**src/rtl/mem_port_arbiter.sv**
```systemverilog
// mem_port_arbiter
//   Shares one single-ported unified memory between the instruction-fetch
//   port (IF) and the load/store port (DM). Each access is sequenced as
//   IDLE -> BUSY_x -> IDLE. The memory request and the port ready pulses
//   are registered. The per-port stall flags are combinational and feed
//   the pipeline hazard control.
//
//   Optional feature macro: ARB_RR_EN
//     undefined : fixed priority. DM wins a simultaneous request.
//     defined   : round-robin. A tie goes to the port not granted last.
//                 The first tie after reset goes to DM.
//
// Ports
//   i_clk, i_rst            clock; synchronous active-high reset
//   i_if_req, i_if_addr     fetch request and address (may be withdrawn)
//   o_if_ready, o_if_rdata  one-cycle fetch completion pulse and word
//   o_if_stall              i_if_req & ~o_if_ready
//   i_dm_req, i_dm_we,
//   i_dm_addr, i_dm_wdata   load/store request; held until o_dm_ready
//   o_dm_ready, o_dm_rdata  one-cycle completion pulse; load data
//   o_dm_stall              i_dm_req & ~o_dm_ready
//   o_mem_req, o_mem_we,
//   o_mem_addr, o_mem_wdata memory request with latched attributes
//   i_mem_rdata, i_mem_ready memory read data and completion strobe
module mem_port_arbiter #(
    parameter int unsigned ADDR_W = 32,
    parameter int unsigned DATA_W = 32
) (
    input  logic              i_clk,
    input  logic              i_rst,
    input  logic              i_if_req,
    input  logic [ADDR_W-1:0] i_if_addr,
    output logic              o_if_ready,
    output logic [DATA_W-1:0] o_if_rdata,
    output logic              o_if_stall,
    input  logic              i_dm_req,
    input  logic              i_dm_we,
    input  logic [ADDR_W-1:0] i_dm_addr,
    input  logic [DATA_W-1:0] i_dm_wdata,
    output logic              o_dm_ready,
    output logic [DATA_W-1:0] o_dm_rdata,
    output logic              o_dm_stall,
    output logic              o_mem_req,
    output logic              o_mem_we,
    output logic [ADDR_W-1:0] o_mem_addr,
    output logic [DATA_W-1:0] o_mem_wdata,
    input  logic [DATA_W-1:0] i_mem_rdata,
    input  logic              i_mem_ready
);

    typedef enum logic [1:0] {
        S_IDLE    = 2'd0,
        S_BUSY_IF = 2'd1,
        S_BUSY_DM = 2'd2
    } state_t;

    state_t              r_state;
    logic                r_if_ready;
    logic                r_dm_ready;
    logic [DATA_W-1:0]   r_if_rdata;
    logic [DATA_W-1:0]   r_dm_rdata;
    logic                r_mem_req;
    logic                r_mem_we;
    logic [ADDR_W-1:0]   r_mem_addr;
    logic [DATA_W-1:0]   r_mem_wdata;

    logic                w_if_cand;
    logic                w_dm_cand;
    logic                w_grant_dm;
    logic                w_fetch_live;

    // A request seen in its own ready cycle belongs to the access that just
    // finished, so it is not eligible for a grant.
    assign w_if_cand = i_if_req & ~r_if_ready;
    assign w_dm_cand = i_dm_req & ~r_dm_ready;

`ifdef ARB_RR_EN
    // 1 = DM was granted last. The reset value is IF, so DM wins the first tie.
    logic r_last_dm;
    assign w_grant_dm = w_dm_cand & (~w_if_cand | ~r_last_dm);
`else
    assign w_grant_dm = w_dm_cand;
`endif

    // The fetch is still wanted only if the requester holds the same address.
    assign w_fetch_live = i_if_req & (i_if_addr == r_mem_addr);

    // Access sequencer: grant, wait for memory, then pulse the port ready.
    always_ff @(posedge i_clk) begin
        if (i_rst) begin
            r_state     <= S_IDLE;
            r_if_ready  <= 1'b0;
            r_dm_ready  <= 1'b0;
            r_if_rdata  <= '0;
            r_dm_rdata  <= '0;
            r_mem_req   <= 1'b0;
            r_mem_we    <= 1'b0;
            r_mem_addr  <= '0;
            r_mem_wdata <= '0;
`ifdef ARB_RR_EN
            r_last_dm   <= 1'b0;
`endif
        end else begin
            r_if_ready <= 1'b0;
            r_dm_ready <= 1'b0;
            unique case (r_state)
                S_IDLE: begin
                    if (w_grant_dm) begin
                        r_state     <= S_BUSY_DM;
                        r_mem_req   <= 1'b1;
                        r_mem_we    <= i_dm_we;
                        r_mem_addr  <= i_dm_addr;
                        r_mem_wdata <= i_dm_wdata;
`ifdef ARB_RR_EN
                        r_last_dm   <= 1'b1;
`endif
                    end else if (w_if_cand) begin
                        r_state     <= S_BUSY_IF;
                        r_mem_req   <= 1'b1;
                        r_mem_we    <= 1'b0;
                        r_mem_addr  <= i_if_addr;
`ifdef ARB_RR_EN
                        r_last_dm   <= 1'b0;
`endif
                    end
                end
                S_BUSY_IF: begin
                    if (i_mem_ready) begin
                        r_state   <= S_IDLE;
                        r_mem_req <= 1'b0;
                        // A withdrawn or redirected fetch completes silently.
                        if (w_fetch_live) begin
                            r_if_ready <= 1'b1;
                            r_if_rdata <= i_mem_rdata;
                        end
                    end
                end
                S_BUSY_DM: begin
                    if (i_mem_ready) begin
                        r_state    <= S_IDLE;
                        r_mem_req  <= 1'b0;
                        r_dm_ready <= 1'b1;
                        if (!r_mem_we) begin
                            r_dm_rdata <= i_mem_rdata;
                        end
                    end
                end
                default: begin
                    r_state   <= S_IDLE;
                    r_mem_req <= 1'b0;
                end
            endcase
        end
    end

    assign o_if_ready  = r_if_ready;
    assign o_if_rdata  = r_if_rdata;
    assign o_dm_ready  = r_dm_ready;
    assign o_dm_rdata  = r_dm_rdata;
    assign o_mem_req   = r_mem_req;
    assign o_mem_we    = r_mem_we;
    assign o_mem_addr  = r_mem_addr;
    assign o_mem_wdata = r_mem_wdata;
    assign o_if_stall  = i_if_req & ~r_if_ready;
    assign o_dm_stall  = i_dm_req & ~r_dm_ready;

endmodule

```
**config.mk**
```make
export PLATFORM = sky130hd
export DESIGN_NAME = mem_port_arbiter
export DESIGN_NICKNAME = d
export VERILOG_FILES = /design/src/rtl/mem_port_arbiter.sv
export SDC_FILE = /design/constraint.sdc
export NUM_CORES = 1
export LEC_CHECK = 0
export CAP_MARGIN = 20
export CORE_MARGIN = 10
export CORE_UTILIZATION = 45
export DETAILED_ROUTE_END_ITERATION = 10
export DONT_BUFFER_PORTS = 1
export GPL_ROUTABILITY_DRIVEN = 0
export PLACE_DENSITY = 0.57
export SETUP_SLACK_MARGIN = 0.15
export SYNTH_ARGS = -nofsm -noshare
export SYNTH_HDL_FRONTEND = slang
export SYNTH_SLANG_ARGS = --single-unit
```
**constraint.sdc**
```tcl
create_clock -name i_clk -period 3.7 [get_ports i_clk]
set_clock_uncertainty 0.2 [all_clocks]
set_input_delay 0.925 -clock i_clk [delete_from_list [all_inputs] [get_ports i_clk]]
set_output_delay 0.925 -clock i_clk [all_outputs]
set_load 0.1 [all_outputs]
```
==> summary.txt <==
STA
  – Fin crit share: 0.7174
  – Slack of the critical path: roughly 1000 ps
  – Tmin final: ~2700 ps
  – RSZ-0062 raised after global routing: no
  – Fin. max-slew vios: 0
  – Least-Margin Pin Slew: between 1000 and 1500 ps
  – TNS Setup: 0 ps
  – Slew headroom: 0.2652
  – Final Hold Fails: 0
  – Setup-failing EPs final: 0
  – Peak Freq: between 300 and 400 MHz

Worst setup path
  – Critical Path RT: approximately 2600 ps
  – CP arrival: 1530 ps
  – Crit path cell chain: nand2b_1, inv_2
  – CP startpoint kind: input pin
  – Crit end category: output port
  – Bufs and invs on worst path: 1
  – CP delay by family, top: buffers and inverters
  – Crit Path Class: input pin to output port
  – Max FO, Critical Path: 11
  – Slowest stage cell, crit path: inv_2
  – Critical Path Max Stage Delay: 510 ps

Power
  – Leak: roughly 2.4 nW
  – Pwr/cell area: 680.6 nW/um^2
  – Max VDD drop: 373.1 uV
  – Total Power: between 4 and 5 mW

Clock tree
  – H-tree Lvls: 4
  – Longest Clk Path Bufs: 2
  – Clock sinks: 134
  – Post_cts resized: 0
  – CTS Buf Count: 17
  – CTS tree: yes
  – Clk_lat worst skew: 420 ps
  – CTS root buf: clkbuf_16
  – Clock transition at path regs: 60 ps
  – Post-CTS Setup Bufs: 0
  – Hold_buf cts: 0

Placed design
  – I/O Buffers: 0
  – Setup WS pre-CTS: roughly 840 ps
  – Placed cell count: 840
  – Dpl cell area: between 5000 and 6000 um^2
  – Post-DP HPWL: ~12000 um

GRT
  – Vias in the first global route: ~4500
  – Overall global routing resource usage: 0.1835
  – Overflow after GRT: 0
  – Largest net degree at the start of global routing: around 170
  – Initial antenna violation count: 0
  – First-pass GRT wire length: between 20000 and 30000 um

Floorplan
  – Core ar.: between 10000 and 15000 um^2
  – Die height: 132.1 um
  – Std-Cell Rows: 40
  – IO Pins: 268
  – Die area: 17440 um^2
  – Die width: 132.1 um
  – Initial Utilization: 0.4647

Drt
  – Vias/cell: just over 5
  – DRT iter0 DRCs: 261
  – DR DRC count: 0
  – First drt pass iteration count: 4
  – WL/cell: around 19 um
  – Drt total wl: 16550 um
  – DR vias: 4490
  – Post-DRT Antenna Nets: 0

Layout
  – Area added between synthesis and finish: 15.36%
  – # diodes: 0
  – Net count of the finished layout: between 800 and 900
  – Final Cell Area: 6520 um^2
  – Commonest non-fill, non-tap cell in the layout: nand2_1
  – Fraction of layout cells with a size suffix above 1: 0.1165
  – Most frequent cells in the layout: 196 x nand2_1, 134 x dfxtp_1, 68 x a21oi_1, 67 x nand2b_1, 43 x buf_4
  – Finished Layout Cells: 872

Synthesis
  – Main flop type after synthesis: dfxtp_1
  – Syn nets: around 820
  – Syn Area/Cell: 8.336 um^2
  – Synthesis-stage register bit count: ~130
  – EDFF count, synth: 0
  – Synth Instances: around 680
  – Netlist Area Pre-Place: 5652 um^2
  – Yosys warnings: 0
  – Seq/Total Area, Yosys: 0.4747
  – Cell variety after synth: 27
  – Synth async-reset ratio: 0

Flow run
  – Max-cap violations: 0

Hold path
  – Hold crit path type: register to register

Status
  – Status: finished, final reports clean
## where the power goes
part	switching, mW	total, mW	internal [mW]
registers	0.393	1.94	1.55
logic	0.668	0.902	0.234
clock network	0.651	1.60	0.945
total	1.71	4.44	2.72
## logic make-up (layout without fill, tap and decap cells)
family,count (synthesis),in the layout,synth area share
and+or+nand+nor,321,321,0.2517
DFF,134,134,0.4747
AOI/OAI and AO/OA,102,102,0.1127
buffers and inverters,54,80,0.04804
xor gates and xnor gates,32,32,0.04959
muxes,32,32,0.05668
adders and majority gates,3,3,0.006642
## flip-flops by register name (all words and copies together) (netlist names)
name         count
o_dm_rdata      32
o_dm_ready       1
o_if_rdata      32
o_if_ready       1
o_mem_addr      32
o_mem_req        1
o_mem_wdata     32
o_mem_we         1
r_state          2
## metal layers
layer / routed length (um) / track usage / vias up
met5: 0 / 0 / -
met4: 341 / 0.07108 / 0
met3: 2319 / 0.1189 / 23
met2: 7924 / 0.2935 / 184
met1: 5967 / 0.1877 / 2027
li1: - / - / 2256
## through the flow
step | util | hold slack [ps]
2_1_floorplan | - | 310.7
3_3_place_gp | 0.4895 | 321.6
3_5_place_dp | 0.4895 | 327.9
4_1_cts | 0.5361 | 335.7
5_1_grt | 0.5361 | 353.5
6_report | 0.5361 | 335.4
## layout make-up
type	count	area, um^2
Sequential cell	134	2683
Tap cell	168	210.2
Clock inverter	14	127.6
Multi-Input combinational cell	490	2703
Fill cell	1165	5642
Timing Repair Buffer	44	342.8
Clock buffer	18	439.2
Inverter	4	15.01
## synth_stat cells (2+ instances only)
library cell | instances | area (um^2)
nand2_1 | 196 | 735.7
dfxtp_1 | 134 | 2683
a21oi_1 | 68 | 340.3
nand2b_1 | 67 | 419.2
nor2_1 | 40 | 150.1
a311oi_1 | 32 | 280.3
clkbuf_1 | 32 | 120.1
mux2i_1 | 32 | 320.3
xnor2_1 | 29 | 254.0
nand4_1 | 9 | 56.30
buf_2 | 7 | 35.03
buf_1 | 6 | 22.52
buf_12 | 3 | 60.06
ha_1 | 3 | 37.54
inv_1 | 3 | 11.26
nor3_1 | 3 | 15.01
xor2_1 | 3 | 26.28
and2_1 | 2 | 12.51
## final timing paths
check                                     from             end  slack, ps  depth (start not counted)
worst min register to register      r_state[0]      r_state[0]        340                          2
worst min-delay path                r_state[0]      r_state[0]        340                          2
worst max register to register  o_mem_addr[22]  o_if_rdata[24]       1130                          7
worst max-delay path                  i_dm_req      o_dm_stall       1050                          2
(Power assumes the default switching activity.)
